`src/rtl/uart_frame_pkg.sv`:
```
// Shared types for the UART frame parser: FSM states, per-frame status codes
// and default framing constants.
package uart_frame_pkg;

  typedef enum logic [1:0] {
    ST_HUNT    = 2'd0,
    ST_LEN     = 2'd1,
    ST_PAYLOAD = 2'd2,
    ST_CHK     = 2'd3
  } frame_state_e;

  typedef enum logic [1:0] {
    ERR_OK     = 2'b00,
    ERR_CSUM   = 2'b01,
    ERR_PARITY = 2'b10,
    ERR_ABORT  = 2'b11
  } frame_err_e;

  localparam logic [7:0] DEFAULT_SOF_BYTE = 8'hA5;
  localparam int         DEFAULT_MAX_LEN  = 64;

  // A parity error outranks a checksum mismatch when closing a frame.
  function automatic frame_err_e close_err(input logic parity_seen, input logic csum_ok);
    if (parity_seen) return ERR_PARITY;
    if (!csum_ok) return ERR_CSUM;
    return ERR_OK;
  endfunction

endpackage

```
`src/rtl/uart_frame_rx_if.sv`:
```
// Payload stream and per-frame status bundle between the frame parser (master)
// and the command layer (slave).
interface uart_frame_rx_if #(
  parameter int DATA_BITS = 8
);

  logic [DATA_BITS-1:0] m_data;
  logic                 m_valid;
  logic                 m_ready;
  logic                 m_last;
  logic                 frame_done;
  logic [1:0]           err_code;

  modport master (
    output m_data,
    output m_valid,
    output m_last,
    output frame_done,
    output err_code,
    input  m_ready
  );

  modport slave (
    input  m_data,
    input  m_valid,
    input  m_last,
    input  frame_done,
    input  err_code,
    output m_ready
  );

endinterface

```
`src/rtl/uart_frame_rx_timer.sv`:
```
// Inter-byte idle counter: clearable, holdable up-counter that flags the cycle
// in which the idle count reaches TIMEOUT_CYCLES.
module frame_idle_timer #(
  parameter int TIMEOUT_BITS   = 16,
  parameter int TIMEOUT_CYCLES = 50000
) (
  input  logic clk,
  input  logic reset_n,
  input  logic clear,
  input  logic hold,
  output logic expire
);

  localparam logic [TIMEOUT_BITS-1:0] LAST_IDLE = TIMEOUT_BITS'(TIMEOUT_CYCLES - 1);

  logic [TIMEOUT_BITS-1:0] count_q;
  logic [TIMEOUT_BITS-1:0] count_d;

  // expire fires on the idle cycle that would bring the count to TIMEOUT_CYCLES
  always_comb begin
    count_d = count_q;
    expire  = 1'b0;
    if (clear) begin
      count_d = '0;
    end else if (!hold) begin
      count_d = count_q + TIMEOUT_BITS'(1);
      expire  = (count_q == LAST_IDLE);
    end
  end

  always_ff @(posedge clk or negedge reset_n) begin
    if (!reset_n) begin
      count_q <= '0;
    end else begin
      count_q <= count_d;
    end
  end

endmodule

```
`src/rtl/uart_frame_rx.sv`:
```
// Frame parser behind the UART RX FIFO: hunts for SOF, reads LEN, streams the
// payload on a valid/ready port and reports ok/checksum/parity/abort per frame.
module uart_frame_rx
  import uart_frame_pkg::*;
#(
  parameter int                   DATA_BITS      = 8,
  parameter logic [DATA_BITS-1:0] SOF_BYTE       = DATA_BITS'(DEFAULT_SOF_BYTE),
  parameter int                   MAX_LEN        = DEFAULT_MAX_LEN,
  parameter int                   TIMEOUT_BITS   = 16,
  parameter int                   TIMEOUT_CYCLES = 50000
) (
  input  logic                 clk,
  input  logic                 reset_n,
  input  logic [DATA_BITS-1:0] r_data,
  input  logic                 rx_empty,
  input  logic                 parity_error,
  output logic                 rd_uart,
  uart_frame_rx_if.master      m
);

  localparam logic [DATA_BITS-1:0] MAX_LEN_V = DATA_BITS'(MAX_LEN);
  localparam logic [DATA_BITS-1:0] ONE_V     = DATA_BITS'(1);

  frame_state_e         state_q,      state_d;
  logic [DATA_BITS-1:0] xor_q,        xor_d;
  logic [DATA_BITS-1:0] remaining_q,  remaining_d;
  logic                 parity_q,     parity_d;
  logic [DATA_BITS-1:0] m_data_q,     m_data_d;
  logic                 m_valid_q,    m_valid_d;
  logic                 m_last_q,     m_last_d;
  logic                 frame_done_q, frame_done_d;
  frame_err_e           err_q,        err_d;

  logic byte_take;
  logic timer_clear;
  logic timer_hold;
  logic timeout;

  // Only a stalled payload beat blocks the FIFO; LEN/CHK bytes are taken even
  // while the last beat waits for the consumer.
  assign byte_take   = ~rx_empty & ((state_q != ST_PAYLOAD) | ~m_valid_q | m.m_ready);
  assign rd_uart     = byte_take;
  assign timer_clear = byte_take | (state_q == ST_HUNT);
  assign timer_hold  = m_valid_q & ~m.m_ready;

  frame_idle_timer #(
    .TIMEOUT_BITS   (TIMEOUT_BITS),
    .TIMEOUT_CYCLES (TIMEOUT_CYCLES)
  ) u_idle_timer (
    .clk     (clk),
    .reset_n (reset_n),
    .clear   (timer_clear),
    .hold    (timer_hold),
    .expire  (timeout)
  );

  always_comb begin
    state_d      = state_q;
    xor_d        = xor_q;
    remaining_d  = remaining_q;
    parity_d     = parity_q;
    m_data_d     = m_data_q;
    m_valid_d    = m_valid_q;
    m_last_d     = m_last_q;
    frame_done_d = 1'b0;
    err_d        = ERR_OK;

    if (m_valid_q && m.m_ready) begin
      m_valid_d = 1'b0;
      m_last_d  = 1'b0;
    end

    if ((state_q != ST_HUNT) && parity_error) begin
      parity_d = 1'b1;
    end

    case (state_q)
      ST_HUNT: begin
        if (byte_take && (r_data == SOF_BYTE)) begin
          state_d  = ST_LEN;
          xor_d    = '0;
          parity_d = 1'b0;
        end
      end

      ST_LEN: begin
        if (byte_take) begin
          xor_d = xor_q ^ r_data;
          if (r_data > MAX_LEN_V) begin
            state_d      = ST_HUNT;
            frame_done_d = 1'b1;
            err_d        = ERR_ABORT;
            m_valid_d    = 1'b0;
            m_last_d     = 1'b0;
          end else if (r_data == '0) begin
            state_d = ST_CHK;
          end else begin
            state_d     = ST_PAYLOAD;
            remaining_d = r_data;
          end
        end
      end

      ST_PAYLOAD: begin
        if (byte_take) begin
          m_data_d    = r_data;
          m_valid_d   = 1'b1;
          m_last_d    = (remaining_q == ONE_V);
          xor_d       = xor_q ^ r_data;
          remaining_d = remaining_q - ONE_V;
          if (remaining_q == ONE_V) begin
            state_d = ST_CHK;
          end
        end
      end

      ST_CHK: begin
        if (byte_take) begin
          state_d      = ST_HUNT;
          frame_done_d = 1'b1;
          err_d        = close_err(parity_q | parity_error, r_data == xor_q);
        end
      end

      default: state_d = ST_HUNT;
    endcase

    // Timeout never coincides with a take, so it simply overrides the FSM.
    if (timeout) begin
      state_d      = ST_HUNT;
      frame_done_d = 1'b1;
      err_d        = ERR_ABORT;
      m_valid_d    = 1'b0;
      m_last_d     = 1'b0;
    end
  end

  always_ff @(posedge clk or negedge reset_n) begin
    if (!reset_n) begin
      state_q      <= ST_HUNT;
      xor_q        <= '0;
      remaining_q  <= '0;
      parity_q     <= 1'b0;
      m_data_q     <= '0;
      m_valid_q    <= 1'b0;
      m_last_q     <= 1'b0;
      frame_done_q <= 1'b0;
      err_q        <= ERR_OK;
    end else begin
      state_q      <= state_d;
      xor_q        <= xor_d;
      remaining_q  <= remaining_d;
      parity_q     <= parity_d;
      m_data_q     <= m_data_d;
      m_valid_q    <= m_valid_d;
      m_last_q     <= m_last_d;
      frame_done_q <= frame_done_d;
      err_q        <= err_d;
    end
  end

  assign m.m_data     = m_data_q;
  assign m.m_valid    = m_valid_q;
  assign m.m_last     = m_last_q;
  assign m.frame_done = frame_done_q;
  assign m.err_code   = err_q;

endmodule

```
`src/flat_wrapper.sv`:
```
// flat-port wrapper written by rule: the top's interface ports become plain ports
module uart_frame_rx_flat import uart_frame_pkg::*;
#(
  parameter int                   DATA_BITS      = 8,
  parameter logic [DATA_BITS-1:0] SOF_BYTE       = DATA_BITS'(DEFAULT_SOF_BYTE),
  parameter int                   MAX_LEN        = DEFAULT_MAX_LEN,
  parameter int                   TIMEOUT_BITS   = 16,
  parameter int                   TIMEOUT_CYCLES = 50000
)
  (clk, reset_n, r_data, rx_empty, parity_error, rd_uart, m_m_data, m_m_valid, m_m_last, m_frame_done, m_err_code, m_m_ready);
  uart_frame_rx_if #(.DATA_BITS(DATA_BITS)) m_i ();
  input  logic clk;
  input  logic reset_n;
  input  logic [DATA_BITS-1:0] r_data;
  input  logic rx_empty;
  input  logic parity_error;
  output logic rd_uart;
  output wire logic [$bits(m_i.m_data)-1:0] m_m_data;
  output wire logic [$bits(m_i.m_valid)-1:0] m_m_valid;
  output wire logic [$bits(m_i.m_last)-1:0] m_m_last;
  output wire logic [$bits(m_i.frame_done)-1:0] m_frame_done;
  output wire logic [$bits(m_i.err_code)-1:0] m_err_code;
  input wire logic [$bits(m_i.m_ready)-1:0] m_m_ready;
  assign m_m_data = m_i.m_data;
  assign m_m_valid = m_i.m_valid;
  assign m_m_last = m_i.m_last;
  assign m_frame_done = m_i.frame_done;
  assign m_err_code = m_i.err_code;
  assign m_i.m_ready = m_m_ready;
  uart_frame_rx #(.DATA_BITS(DATA_BITS), .SOF_BYTE(SOF_BYTE), .MAX_LEN(MAX_LEN), .TIMEOUT_BITS(TIMEOUT_BITS), .TIMEOUT_CYCLES(TIMEOUT_CYCLES)) u_core (.clk(clk), .reset_n(reset_n), .r_data(r_data), .rx_empty(rx_empty), .parity_error(parity_error), .rd_uart(rd_uart), .m(m_i));
endmodule
```
`config.mk`:
```
export PLATFORM = sky130hd
export DESIGN_NAME = uart_frame_rx_flat
export DESIGN_NICKNAME = d
export VERILOG_FILES = /design/src/rtl/uart_frame_pkg.sv /design/src/rtl/uart_frame_rx_if.sv /design/src/rtl/uart_frame_rx_timer.sv /design/src/rtl/uart_frame_rx.sv /design/src/flat_wrapper.sv
export SDC_FILE = /design/constraint.sdc
export NUM_CORES = 1
export LEC_CHECK = 0
export ABC_CLOCK_PERIOD_IN_PS = 3000
export CAP_MARGIN = 20
export CORE_UTILIZATION = 40
export DETAILED_ROUTE_END_ITERATION = 12
export PLACE_DENSITY = 0.7
export SLEW_MARGIN = 20
export SYNTH_ARGS = -nofsm -noshare
export SYNTH_HDL_FRONTEND = slang
export SYNTH_HIERARCHICAL = 1
export SYNTH_SLANG_ARGS = --single-unit
```
`constraint.sdc`:
```
create_clock -name clk -period 3 [get_ports clk]
set_input_delay 0.6 -clock clk [delete_from_list [all_inputs] [get_ports clk]]
set_output_delay 0.6 -clock clk [all_outputs]
set_load 0.02 [all_outputs]
```
== Yosys cells after proc, flatten, opt, wreduce, memory -nomap -nowiden ==
Index checks and enable logic that the tools add are counted.

* Flip-flop bits (word level): 48

* $add $sub $neg: 2
* Magnitude comparators: 1
* Eq/ne operators: 20
* Muxes and demuxes: 57
* Bitwise operators: 10
* Reduce and logical (&&, ||, !) cells: 13

{| class="wikitable"
|+ Operators by type and width
! cell !! count
|-
| 8-bit two-way mux || 6
|-
| 16-bit two-way mux || 2
|-
| 8-bit one-hot mux with 2 select lines || 2
|-
| 2-bit two-way mux || 15
|-
| 1-bit two-way mux || 27
|-
| 16-bit by 1-bit adder with 16-bit output (second input constant) || 1
|-
| 16-bit equality test (second input constant) || 1
|-
| 3-bit by 1-bit inequality test with 1-bit output (second input constant) || 4
|-
| 5-bit AND reduction || 2
|-
| 8-bit by 1-bit equality test with 1-bit output (second input constant) || 1
|-
| 8-bit equality test || 1
|-
| 8-bit equality test (second input constant) || 1
|-
| 8-bit by 7-bit greater-than comparator with 1-bit output (second input constant) || 1
|-
| 8-bit logical NOT || 1
|-
| 2-bit by 1-bit inequality test with 1-bit output (second input constant) || 4
|-
| 2-bit inequality test (second input constant) || 4
|-
| 2-bit one-hot mux with 4 select lines || 1
|-
| 8-bit by 1-bit subtractor with 8-bit output (second input constant) || 1
|-
| 8-bit bitwise XOR || 1
|-
| 1-bit one-hot mux with 2 select lines || 3
|-
| 2-bit nonzero test || 3
|-
| 2-bit equality test (second input constant) || 2
|-
| 1-bit OR || 4
|-
| 2-bit one-hot mux with 2 select lines || 1
|-
| 9 further kinds || 14
|}

== Logic depth before layout (Yosys ltp) ==
* Depth in word-level cells: 14
* Mapped depth: 10
* Depth with buffers taken out: 8

== Hierarchy ==
Netlist, hierarchy kept.

{| class="wikitable"
|+ Modules (own cells, without submodules)
! module !! times used !! cells an instance !! area an instance (sq um) !! sequential area each (sq um)
|-
| uart_frame_rx || 1 || 195 || 1913.1 || 800.8
|-
| frame_idle_timer || 1 || 93 || 874.6 || 400.4
|}

== Worst setup path after synthesis ==
Ideal clock, no wire load.

* Path kind: input to register
* Start point: in r_data[7]
* End point: reg u_core.remaining_q[2]
* Arrival time: 2.480 ns
* Required time: 2.876 ns
* Path slack: 0.396 ns
* Stages on the path: 7
* Cell sequence: clkbuf_1 > or4_4 > o221a_4 > or4_1 > buf_6 > buf_6 > a211o_1

* Longest elaborated chain between the ends: 3

{| class="wikitable"
|+ RTL lines
! item !! line !! source
|-
| from (decl) || flat_wrapper.sv:14 || <nowiki>input logic [DATA_BITS-1:0] r_data;</nowiki>
|-
| 8-bit by 7-bit greater-than comparator with 1-bit output or 8-bit logical NOT (tied branches) || uart_frame_rx.sv:89, uart_frame_rx.sv:95 ||
|-
| 2-bit inequality test (no line) || n/a ||
|-
| 5-bit AND reduction (no line) * || n/a ||
|-
| to (signal assigned) || uart_frame_rx.sv:152 || <nowiki>remaining_q <= remaining_d;</nowiki>
|-
| to (decl) || uart_frame_rx.sv:26 || <nowiki>logic [DATA_BITS-1:0] remaining_q, remaining_d;</nowiki>
|}

Mark *: on every way between the ends. The rest lies on a longest branch, timed or not.
A chain may end at the register's enable or synchronous reset.

== Worst setup path after layout ==
* Start point: in m_m_ready
* End point: out rd_uart

* Longest elaborated chain between the ends: 2

{| class="wikitable"
|+ RTL lines
! item !! line !! source
|-
| from (decl) || flat_wrapper.sv:23 || <nowiki>input wire logic [$bits(m_i.m_ready)-1:0] m_m_ready;</nowiki>
|-
| 1-bit OR || uart_frame_rx.sv:41 || <nowiki>assign byte_take = ~rx_empty & ((state_q != ST_PAYLOAD) | ~m_valid_q | m.m_ready);</nowiki>
|-
| 1-bit AND || uart_frame_rx.sv:41 ||
|-
| to (decl) || flat_wrapper.sv:17 || <nowiki>output logic rd_uart;</nowiki>
|}

No other way between the ends.

==> flow_summary.ini <==
[drt]
postRouteAntennaNets = 0
first_iter_violations = 118
dr.pass1.iters = 4
wirelength_um = 6030
detail_route.wl_per_cell_um = 14.8
drc = 0
viasPerCell = 5.73
num_vias = 2337

[critical_path]
r2r_slack_ns = 0.67
critPathMaxStageDelay_ns = 0.64
path_max_fanout = 6
worstPathArrival_ns = 2.22
start_kind = input pin
critPathCaptureType = output port
crit_type = input pin to output port
crit_path_top_delay_cell = clkdlybuf4s50_1
worst_path_most_repeated_cell = clkdlybuf4s50_1
path_cells = clkdlybuf4s50_1 -> nor2b_1 -> a21o_1 -> inv_1 -> clkdlybuf4s50_1
cp.required_ns = 2.40

[synth]
yosysSeqAreaShare = 0.431
synth_enable_flop_cells = 0
ys_ff_latch = 48
syn_inst = 288
synth.distinct_cells = 54
syn_area_um2 = 2790
synth_top_flop_cell = dfrtp_1
avgSynthCellArea_um2 = 9.68
ys_async_sr_fraction = 1.00
yosysWarningCount = 6
syn_nets = 308

[timing]
min_period_over_period = 0.941
max_freq_mhz = 354
hold_violations = 0
finalSetupViolCount = 0
rsz0062_at_grt = no
period_minus_slack_ns = 2.82
finalClockSkew_ns = 0.00275
drv_slew = 0
tightestPinTransition_ns = 0.696
slew_headroom = 0.536

[placed_design]
portBuffers = 26
hpwl_um = 4470
gp_congestion = 0.800

[grt]
grt.total_usage = 0.177
gr-total-overflow = 0
antenna_found_initial = 0
grt_pass1_vias = 2167
grt_first_pass_wirelength_um = 10200
grt_max_degree = 32

[clock_network]
clock-sinks = 48
cts_root_buf = clkbuf_8
cts_resized = 0
cts.path.max_buffers = 2
post-cts-setup-buffer-count = 0
cts.clk_slew.worst_paths_ns = 0.09
h-tree-depth = 2
cts_buffers = 5
tritoncts = yes
cts-hold-fix-buffers = 0
clkLatencyLatePin_ns = 0.30

[floorplan]
row_count = 30
core-area_um2 = 6760
initial_core_util = 0.413
io_pins = 27
die_y_um = 85.5
die-width_um = 85.5
dieArea_um2 = 7310

[power]
p_total_mw = 1.84
peakVddDrop_v = 0.000362
power_leakage_nw = 1.43
power_density_nw_per_um2 = 550

[outcome]
status = complete, no violations

[layout]
syn_to_final_growth_pct = 20.1
layout_commonest_cell = dfrtp_1
fin_util = 0.495
drive_above_1_share = 0.140
layout_common_cells = 48 x dfrtp_1, 25 x clkdlybuf4s50_1, 19 x nor2_1, 19 x buf_4
nets = 347
n_antenna_cell = 0
fillers = 640

[job]
max_cap_violations = 0

[min_path]
hp-class = input pin to async pin
-- metrics by stage --
stage                     std cells  worst slack [ns]  setup TNS, ns  instance area [um2]  hold slack (ns)
after global placement          400          -0.00199       -0.00360                 3220            0.470
after global routing            408            0.0986              0                 3350            0.386
after detailed placement        400           -0.0358         -0.107                 3220            0.481
after CTS                       408             0.140              0                 3350            0.359
after floorplan                 288             0.396              0                 2790            0.304
final                           408             0.176              0                 3350            0.336
-- cells in the mapped netlist (all sizes together), types with 5 or more instances --
master,n,area share
nand2,16,0.022
ha,7,0.031
a211o,11,0.035
nand4,9,0.022
dfrtp,48,0.43
nor4,6,0.013
or4,5,0.015
and3b,7,0.022
nand3,7,0.014
nor2,19,0.026
clkbuf,10,0.013
inv,13,0.018
nor3,7,0.013
nor2b,5,0.011
nor3b,8,0.022
xor2,13,0.041
a21oi,16,0.029
or3,9,0.022
mux2,8,0.032
o21ai,15,0.027
-- routing by layer --
metal / track usage / vias to the layer above / wire length, um
li1: - / 1142 / -
met1: 0.224 / 1143 / 2750
met5: 0 / - / 0
met2: 0.299 / 41 / 2990
met3: 0.0302 / 11 / 177
met4: 0.0742 / 0 / 114
-- final timing paths --
check | startpoint | to | cells past startpoint
min in group clk | u_core/m.m_data[3]$_DFFE_PN0P_ | u_core/m.m_data[3]$_DFFE_PN0P_ | 2
setup reg to reg | u_core/state_q[0]$_DFFE_PN0P_ | u_core/u_idle_timer/count_q[13]$_DFFE_PN0P_ | 8
hold reg to reg | u_core/m.m_data[3]$_DFFE_PN0P_ | u_core/m.m_data[3]$_DFFE_PN0P_ | 2
hold / removal | reset_n | u_core/u_idle_timer/count_q[9]$_DFFE_PN0P_ | 1
setup / recovery | m_m_ready | rd_uart | 5
max in group asynchronous | reset_n | u_core/remaining_q[7]$_DFFE_PN0P_ | 2
-- cells by family (layout without fill, tap and decap cells) --
| family | Yosys count | in the layout | share of synthesized area |
|---|---|---|---|
| AOI/OAI and AO/OA | 67 | 67 | 0.164 |
| xor gates and xnor gates | 15 | 15 | 0.0471 |
| adders and majority gates | 7 | 7 | 0.0314 |
| buffers and inverters | 26 | 66 | 0.0408 |
| DFF | 48 | 48 | 0.431 |
| muxes | 9 | 9 | 0.0359 |
| and+or+nand+nor | 116 | 116 | 0.250 |
-- final cells by class --
cell class	instances	area [um2]	area share
Clock buffer	7	96.3	0.0288
Clock inverter	1	30.0	0.00897
Inverter	13	48.8	0.0146
Multi-Input combinational cell	214	1470	0.440
Sequential cell	48	1200	0.359
Tap cell	80	100	0.0299
Timing Repair Buffer	45	398	0.119
-- critical path, delay by kind of cell --
kind / cells / cell delay [ns]
buffers and inverters: 3 / 1.32
AOI/OAI and AO/OA: 1 / 0.24
and+or+nand+nor: 1 / 0.06
-- power by group --
group          switching [mW]  total, mW  internal [mW]
Clock                   0.215      0.509          0.294
Sequential             0.0951      0.835          0.740
Combinational           0.254      0.498          0.244
-- state kept, by name (all words and copies together), names as in the netlist --
signal / cells
u_core/m.frame_done: 1
u_core/u_idle_timer/count_q: 16
u_core/xor_q: 8
u_core/m.m_last: 1
u_core/m.err_code: 2
u_core/parity_q: 1
u_core/remaining_q: 8
u_core/m.m_valid: 1
u_core/state_q: 2
u_core/m.m_data: 8
Note: power is estimated with default switching activity, not from simulation.
